$ cat config.mk
export PLATFORM = sky130hd
export DESIGN_NAME = i2c_master_regs_fifo
export DESIGN_NICKNAME = d
export VERILOG_FILES = /design/src/rtl/i2c_master_regs_fifo_pkg.sv /design/src/rtl/i2c_master_regs_fifo_sync_fifo.sv /design/src/rtl/i2c_master_regs_fifo.sv
export SDC_FILE = /design/constraint.sdc
export NUM_CORES = 1
export LEC_CHECK = 0
export ABC_AREA = 1
export CAP_MARGIN = 20
export CORE_MARGIN = 2
export CORE_UTILIZATION = 30
export CTS_CLUSTER_SIZE = 14
export DETAILED_ROUTE_END_ITERATION = 7
export SYNTH_ARGS = -nofsm -noshare
export SYNTH_HDL_FRONTEND = slang
export SYNTH_HIERARCHICAL = 1
export SYNTH_SLANG_ARGS = --single-unit
$ cat constraint.sdc
create_clock -name Clk -period 1.9 [get_ports Clk]
set_clock_uncertainty 0.1 [all_clocks]
set_input_delay 0.38 -clock Clk [delete_from_list [all_inputs] [get_ports Clk]]
set_output_delay 0.38 -clock Clk [all_outputs]
set_load 0.005 [all_outputs]
$ cat src/rtl/i2c_master_regs_fifo_pkg.sv
// Shared register map, bit positions and command layout for the I2C master register block.
package i2c_master_defines;

   localparam int ISR_W = 6;

   // Register addresses
   localparam logic [2:0] ADDR_PRERLO = 3'd0;
   localparam logic [2:0] ADDR_PRERHI = 3'd1;
   localparam logic [2:0] ADDR_CTR    = 3'd2;
   localparam logic [2:0] ADDR_DATA   = 3'd3;
   localparam logic [2:0] ADDR_CR     = 3'd4;
   localparam logic [2:0] ADDR_IER    = 3'd5;
   localparam logic [2:0] ADDR_ISR    = 3'd6;
   localparam logic [2:0] ADDR_LVL    = 3'd7;

   // CTR bits
   localparam int CTR_EN  = 7;
   localparam int CTR_IEN = 6;

   // CR bits
   localparam int CR_STA = 7;
   localparam int CR_STO = 6;
   localparam int CR_RD  = 5;
   localparam int CR_WR  = 4;
   localparam int CR_ACK = 3;

   // SR bits
   localparam int SR_RXACK = 7;
   localparam int SR_BUSY  = 6;
   localparam int SR_AL    = 5;
   localparam int SR_TXF   = 4;
   localparam int SR_RXE   = 3;
   localparam int SR_TIP   = 1;
   localparam int SR_IF    = 0;

   // ISR bits
   localparam int ISR_DONE   = 0;
   localparam int ISR_AL     = 1;
   localparam int ISR_TXE    = 2;
   localparam int ISR_RXTH   = 3;
   localparam int ISR_RXOVF  = 4;
   localparam int ISR_CMDERR = 5;

   // Command register contents, same order as CR[7:3]
   typedef struct packed {
      logic sta;
      logic sto;
      logic rd;
      logic wr;
      logic ack;
   } cmd_t;

endpackage

$ cat src/rtl/i2c_master_regs_fifo_sync_fifo.sv
// Synchronous FIFO with occupancy count; head reads as zero while empty.
module i2c_sync_fifo #(
   parameter int WIDTH = 8,
   parameter int DEPTH = 4,
   localparam int AW = $clog2(DEPTH),
   localparam int CW = AW + 1
) (
   input  logic             clk_i,
   input  logic             rst_i,
   input  logic             push_i,
   input  logic             pop_i,
   input  logic [WIDTH-1:0] din_i,
   output logic [WIDTH-1:0] dout_o,
   output logic             full_o,
   output logic             empty_o,
   output logic [CW-1:0]    count_o
);

   logic [WIDTH-1:0] mem_q [DEPTH];
   logic [AW-1:0]    rd_q, wr_q;
   logic [CW-1:0]    cnt_q;
   logic             do_push, do_pop;

   assign full_o  = (cnt_q == CW'(DEPTH));
   assign empty_o = (cnt_q == '0);
   assign count_o = cnt_q;
   assign dout_o  = empty_o ? '0 : mem_q[rd_q];

   // A pop frees the slot in the same cycle, so push-while-full succeeds alongside a pop
   assign do_push = push_i & (~full_o | pop_i);
   assign do_pop  = pop_i & ~empty_o;

   // Storage, pointers and count
   always_ff @(posedge clk_i or posedge rst_i) begin
      if (rst_i) begin
         for (int unsigned i = 0; i < DEPTH; i++) mem_q[i] <= '0;
         rd_q  <= '0;
         wr_q  <= '0;
         cnt_q <= '0;
      end else begin
         if (do_push) begin
            mem_q[wr_q] <= din_i;
            wr_q        <= wr_q + 1'b1;
         end
         if (do_pop) rd_q <= rd_q + 1'b1;
         case ({do_push, do_pop})
            2'b10:   cnt_q <= cnt_q + 1'b1;
            2'b01:   cnt_q <= cnt_q - 1'b1;
            default: cnt_q <= cnt_q;
         endcase
      end
   end

endmodule

$ cat src/rtl/i2c_master_regs_fifo.sv
// Host register file for the I2C byte controller with TX/RX FIFOs and W1C interrupts.
module i2c_master_regs_fifo
   import i2c_master_defines::*;
#(
   parameter int DWIDTH    = 8,
   parameter int AWIDTH    = 3,
   parameter int DEPTH     = 4,
   parameter int RX_THRESH = 2
) (
   input  logic              Clk,
   input  logic              Rst,
   input  logic [AWIDTH-1:0] Addr,
   input  logic [DWIDTH-1:0] DataIn,
   output logic [DWIDTH-1:0] DataOut,
   input  logic              Wr,
   input  logic              Rd,
   output logic              Int,
   output logic              Start,
   output logic              Stop,
   output logic              Read,
   output logic              Write,
   output logic              Tx_ack,
   output logic [DWIDTH-1:0] Tx_data,
   output logic [15:0]       Prescale,
   output logic              I2C_en,
   input  logic [DWIDTH-1:0] Rx_data,
   input  logic              Rx_ack,
   input  logic              I2C_busy,
   input  logic              I2C_done,
   input  logic              I2C_al
);

   localparam int CW = $clog2(DEPTH) + 1;

   logic [15:0]       prer_q, prer_d;
   logic [1:0]        ctr_q, ctr_d;   // {EN, IEN}
   cmd_t              cmd_q, cmd_d;
   logic [ISR_W-1:0]  ier_q, ier_d, isr_q, isr_d, isr_set, isr_clr;
   logic              rxack_q, rxack_d, int_q, int_d;

   logic              tx_push, tx_pop, tx_full, tx_empty;
   logic              rx_push, rx_pop, rx_full, rx_empty;
   logic              rx_push_eff, rx_pop_eff, done_ev, tip;
   logic [CW-1:0]     tx_count, rx_count;
   logic [DWIDTH-1:0] rx_head;
   logic [7:0]        sr;

   i2c_sync_fifo #(.WIDTH(DWIDTH), .DEPTH(DEPTH)) u_tx_fifo (
      .clk_i(Clk), .rst_i(Rst), .push_i(tx_push), .pop_i(tx_pop), .din_i(DataIn),
      .dout_o(Tx_data), .full_o(tx_full), .empty_o(tx_empty), .count_o(tx_count)
   );

   i2c_sync_fifo #(.WIDTH(DWIDTH), .DEPTH(DEPTH)) u_rx_fifo (
      .clk_i(Clk), .rst_i(Rst), .push_i(rx_push), .pop_i(rx_pop), .din_i(Rx_data),
      .dout_o(rx_head), .full_o(rx_full), .empty_o(rx_empty), .count_o(rx_count)
   );

   assign tip      = cmd_q.sta | cmd_q.sto | cmd_q.rd | cmd_q.wr;
   assign Start    = cmd_q.sta;
   assign Stop     = cmd_q.sto;
   assign Read     = cmd_q.rd;
   assign Write    = cmd_q.wr;
   assign Tx_ack   = cmd_q.ack;
   assign Prescale = prer_q;
   assign I2C_en   = ctr_q[1];
   assign Int      = int_q;

   // Arbitration loss overrides a coincident completion: no FIFO traffic then
   assign done_ev     = I2C_done & ~I2C_al;
   assign tx_pop      = done_ev & cmd_q.wr;
   assign rx_push     = done_ev & cmd_q.rd;
   assign tx_push     = Wr & (Addr == ADDR_DATA);
   assign rx_pop      = Rd & (Addr == ADDR_DATA);
   assign rx_push_eff = rx_push & (~rx_full | rx_pop);
   assign rx_pop_eff  = rx_pop & ~rx_empty;

   // Next-state for registers, command acceptance and interrupt events
   always_comb begin
      prer_d  = prer_q;
      ctr_d   = ctr_q;
      ier_d   = ier_q;
      cmd_d   = cmd_q;
      rxack_d = rxack_q;
      isr_set = '0;
      isr_clr = '0;

      if (I2C_done | I2C_al) begin
         cmd_d.sta = 1'b0;
         cmd_d.sto = 1'b0;
         cmd_d.rd  = 1'b0;
         cmd_d.wr  = 1'b0;
      end
      if (done_ev) rxack_d = Rx_ack;

      isr_set[ISR_DONE]  = I2C_done;
      isr_set[ISR_AL]    = I2C_al;
      isr_set[ISR_TXE]   = tx_pop & (tx_count == CW'(1)) & ~tx_push;
      isr_set[ISR_RXTH]  = rx_push_eff & ~rx_pop_eff & (rx_count == CW'(RX_THRESH - 1));
      isr_set[ISR_RXOVF] = rx_push & rx_full & ~rx_pop;
      if (tx_push & tx_full & ~tx_pop) isr_set[ISR_CMDERR] = 1'b1;

      if (Wr) begin
         case (Addr)
            ADDR_PRERLO: prer_d[7:0]  = DataIn;
            ADDR_PRERHI: prer_d[15:8] = DataIn;
            ADDR_CTR:    ctr_d        = {DataIn[CTR_EN], DataIn[CTR_IEN]};
            ADDR_IER:    ier_d        = DataIn[ISR_W-1:0];
            ADDR_ISR:    isr_clr      = DataIn[ISR_W-1:0];
            ADDR_CR: begin
               if (tip || (DataIn[CR_RD] && DataIn[CR_WR]) ||
                   (DataIn[CR_RD] && rx_full) || (DataIn[CR_WR] && tx_empty))
                  isr_set[ISR_CMDERR] = 1'b1;
               else
                  cmd_d = cmd_t'(DataIn[CR_STA:CR_ACK]);
            end
            default: ;
         endcase
      end

      isr_d = (isr_q & ~isr_clr) | isr_set;
      int_d = ctr_q[0] & |(isr_q & ier_q);
   end

   // Register state
   always_ff @(posedge Clk or posedge Rst) begin
      if (Rst) begin
         prer_q  <= '0;
         ctr_q   <= '0;
         ier_q   <= '0;
         isr_q   <= '0;
         cmd_q   <= '0;
         rxack_q <= 1'b0;
         int_q   <= 1'b0;
      end else begin
         prer_q  <= prer_d;
         ctr_q   <= ctr_d;
         ier_q   <= ier_d;
         isr_q   <= isr_d;
         cmd_q   <= cmd_d;
         rxack_q <= rxack_d;
         int_q   <= int_d;
      end
   end

   // Status register assembly
   always_comb begin
      sr           = '0;
      sr[SR_RXACK] = rxack_q;
      sr[SR_BUSY]  = I2C_busy;
      sr[SR_AL]    = isr_q[ISR_AL];
      sr[SR_TXF]   = tx_full;
      sr[SR_RXE]   = rx_empty;
      sr[SR_TIP]   = tip;
      sr[SR_IF]    = |(isr_q & ier_q);
   end

   // Read data mux
   always_comb begin
      case (Addr)
         ADDR_PRERLO: DataOut = prer_q[7:0];
         ADDR_PRERHI: DataOut = prer_q[15:8];
         ADDR_CTR:    DataOut = {ctr_q, 6'b0};
         ADDR_DATA:   DataOut = rx_head;
         ADDR_CR:     DataOut = sr;
         ADDR_IER:    DataOut = {2'b0, ier_q};
         ADDR_ISR:    DataOut = {2'b0, isr_q};
         ADDR_LVL:    DataOut = {4'(tx_count), 4'(rx_count)};
         default:     DataOut = '0;
      endcase
   end

endmodule

==> metrics <==
Residual DRC 0; CTS tree built; synth cell count leaders nand2_1 (303), dfrtp_1 (115), nand4_1 (73); Main synth FF type dfrtp_1; Fin. Hold Viols 0; # rows 52; Synth top area share 0.457; top cells by area, synth dfrtp_1 (46%), nand2_1 (18%), nand4_1 (7.3%); final instance area 9280 sq um; most common cell in the netlist nand2_1; Worst Path Required 1420 ps; initial antenna violation count 0; YS warnings 6; 1st-iter DRT viols 538; clock latency on the worst-skew pair 420 ps; vias in the first global route 6,116; sequential area share after synthesis 0.457; Clk Tree Root Cell clkbuf_16; Sink Count 115; Final Hold Slack 301 ps; post-synthesis mux area share 0; Setup Slack @ Placement -836 ps; cts bufs inserted 17; GR Util met1 0.264; Yosys reg bits 115; Initial Utilization 0.308; GP Congestion 0.891; I/O Buffers 65; share of cells above drive strength 1 0.326; peak supply drop 0.663 mV; die height 149 microns; Max Clk Rate 0.418 GHz; drt pass-1 iters 5; global route overflow 0; Distinct cells, synth 35; CP arrival 1910 ps; Startpoint Class flop; CTS HTree Levels 4; Worst slew margin 0.725; element type at the critical path end output pin; Routed Antenna Nets 0; HP Class primary input to async pin; n_diodes 0; fin. max-slew vios 0; Die Area 22,100 sq um; PwrDens 1210 nW/um^2; largest net degree at the start of global routing 40; syn_area_per_cell 7.81 sq um; main combinational cell family by area after synthesis simple AND/OR/NAND/NOR gates; Synth Area in Simple Gates 0.339; vias per cell 4.85; Reg2Reg Setup Slack 10 ps; WL/cell 15.8 microns; nets 1,050; critical path peak fanout 8; Compound-Gate Fraction of Synth Area 0.0764; gr usage total 0.188; total number of vias 6,270; Mapped Cells 806; Leak Pwr 4.71 nW; Post-Synth Adder-Cell Area 0.0263; global routing usage on met2 0.287; dpl cell area 8020 sq um; IO Count 66; RSZ-0062 raised after global routing yes; syn nets 845; Synth Cell Area 6290 sq um; post-synthesis async set-or-reset flop share 1.00; Post-Synth XOR/XNOR Area 0.0111; area grow syn2layout 47.6%; number of synthesized flops with an enable pin 0; status finished, violations left; half-perimeter wire length after placement 13,900 microns; min Tclk post-route 2390 ps; Routed Wire Length 20,500 microns; Final setup viols 16; gr busiest metal met2; Post-CTS Hold Buffers 0; Core Area 20,400 sq um; kind of critical path flop to output pin; GR Util met3 0.0434; Clock Pin Slew Worst Setup and Hold Paths 60 ps; Slew @ Worst Pin 412 ps; Die Width 149 microns; Final period util 1.26; max-capacitance violation count 0; setup ws final -495 ps; violated checks negative setup slack; area leader, netlist dfrtp_1; first-pass GRT wire length 32,200 microns; Max clock buf depth 2
==> cell families (layout without fill, tap and decap cells) <==
kind of cell | count (synthesis) | in the layout
fa+ha+maj | 12 | 12
buf+inv | 108 | 326
flops | 115 | 115
xor+xnor | 8 | 8
simple gates | 476 | 476
compound gates | 87 | 87
==> layout make-up <==
type                            instances  area, sq um
Clock buffer                           18          439
Clock inverter                         14          175
Fill cell                            1983        11100
Inverter                               69          295
Multi-Input combinational cell        583         3170
Sequential cell                       115         2880
Tap cell                              270          338
Timing Repair Buffer                  223         1960
Timing Repair inverter                  2         15.0
==> state kept, by name (all words and copies together), names as in the netlist, 2 cells and up <==
register	cells
isr_q	6
u_tx_fifo/mem_q	32
u_rx_fifo/count_o	3
u_rx_fifo/wr_q	2
ctr_q	2
u_tx_fifo/count_o	3
u_rx_fifo/mem_q	32
u_tx_fifo/wr_q	2
ier_q	6
Prescale	16
u_rx_fifo/rd_q	2
u_tx_fifo/rd_q	2
==> layout by cell type (no fill, tap or decap), types with 7 or more instances in the layout <==
cell type / count
nand2_1: 282
buf_4: 121
dfrtp_1: 111
nand4_1: 73
inv_1: 47
clkdlybuf4s50_1: 40
nor2_1: 30
buf_6: 27
o21ai_1: 24
nand2_2: 23
o21ai_0: 21
clkbuf_16: 17
buf_2: 17
inv_2: 14
nor2_4: 14
nor2_2: 13
a21oi_1: 13
nand3_1: 13
o21ai_2: 12
nand3_2: 10
a21oi_2: 10
ha_1: 8
buf_12: 7
==> repair_timing <==
item,CTS,global route
resized for setup,164,65
endpoints found under the setup margin,85,45
setup buffers,34,10
pin swaps,49,45
cloned,2,1
==> per-layer routing <==
layer / share of wire / vias to the layer above
li1: - / 3053
met1: 0.46 / 2976
met2: 0.45 / 194
met3: 0.053 / 47
met4: 0.031 / 0
met5: 0 / -
==> path summary, 6_finish.rpt <==
kind | startpoint | to | depth (start not counted)
worst min register to register | u_tx_fifo/mem_q[25] | u_tx_fifo/mem_q[25] | 2
max in group asynchronous | Rst | u_rx_fifo/mem_q[7] | 3
worst max register to register | Write | u_tx_fifo/count_o[2] | 11
min in group Clk | I2C_al | Start | 4
worst min-delay path | Rst | ier_q[0] | 3
worst max-delay path | u_rx_fifo/rd_q[0] | DataOut[2] | 9
==> metrics by stage <==
step                instances   util  TNS [ps]  total power [mW]
floorplan                 806      -      -356              5.52
global placement         1221  0.393    -50870              7.00
detailed placement       1221  0.393    -52690              7.06
CTS                      1287  0.444     -5450              10.9
global route             1294  0.454     -6590              11.9
finish                   1294  0.454     -5010              11.2
==> power breakdown <==
part | total [mW] | internal, mW | switching [mW]
clock network | 3.35 | 2.11 | 1.24
logic | 4.48 | 2.05 | 2.43
registers | 3.41 | 2.97 | 0.439
total | 11.2 | 7.14 | 4.11
==> critical path, cell delays in order, from the launching register on <==
cell	delay, ps
dfrtp_2	440
buf_6	160
buf_6	120
nor2_2	70
nor2_1	40
o21ai_1	90
a21oi_2	90
a22oi_1	180
nand3_1	150
buf_2	160
Power figures use the tool's default switching activity.
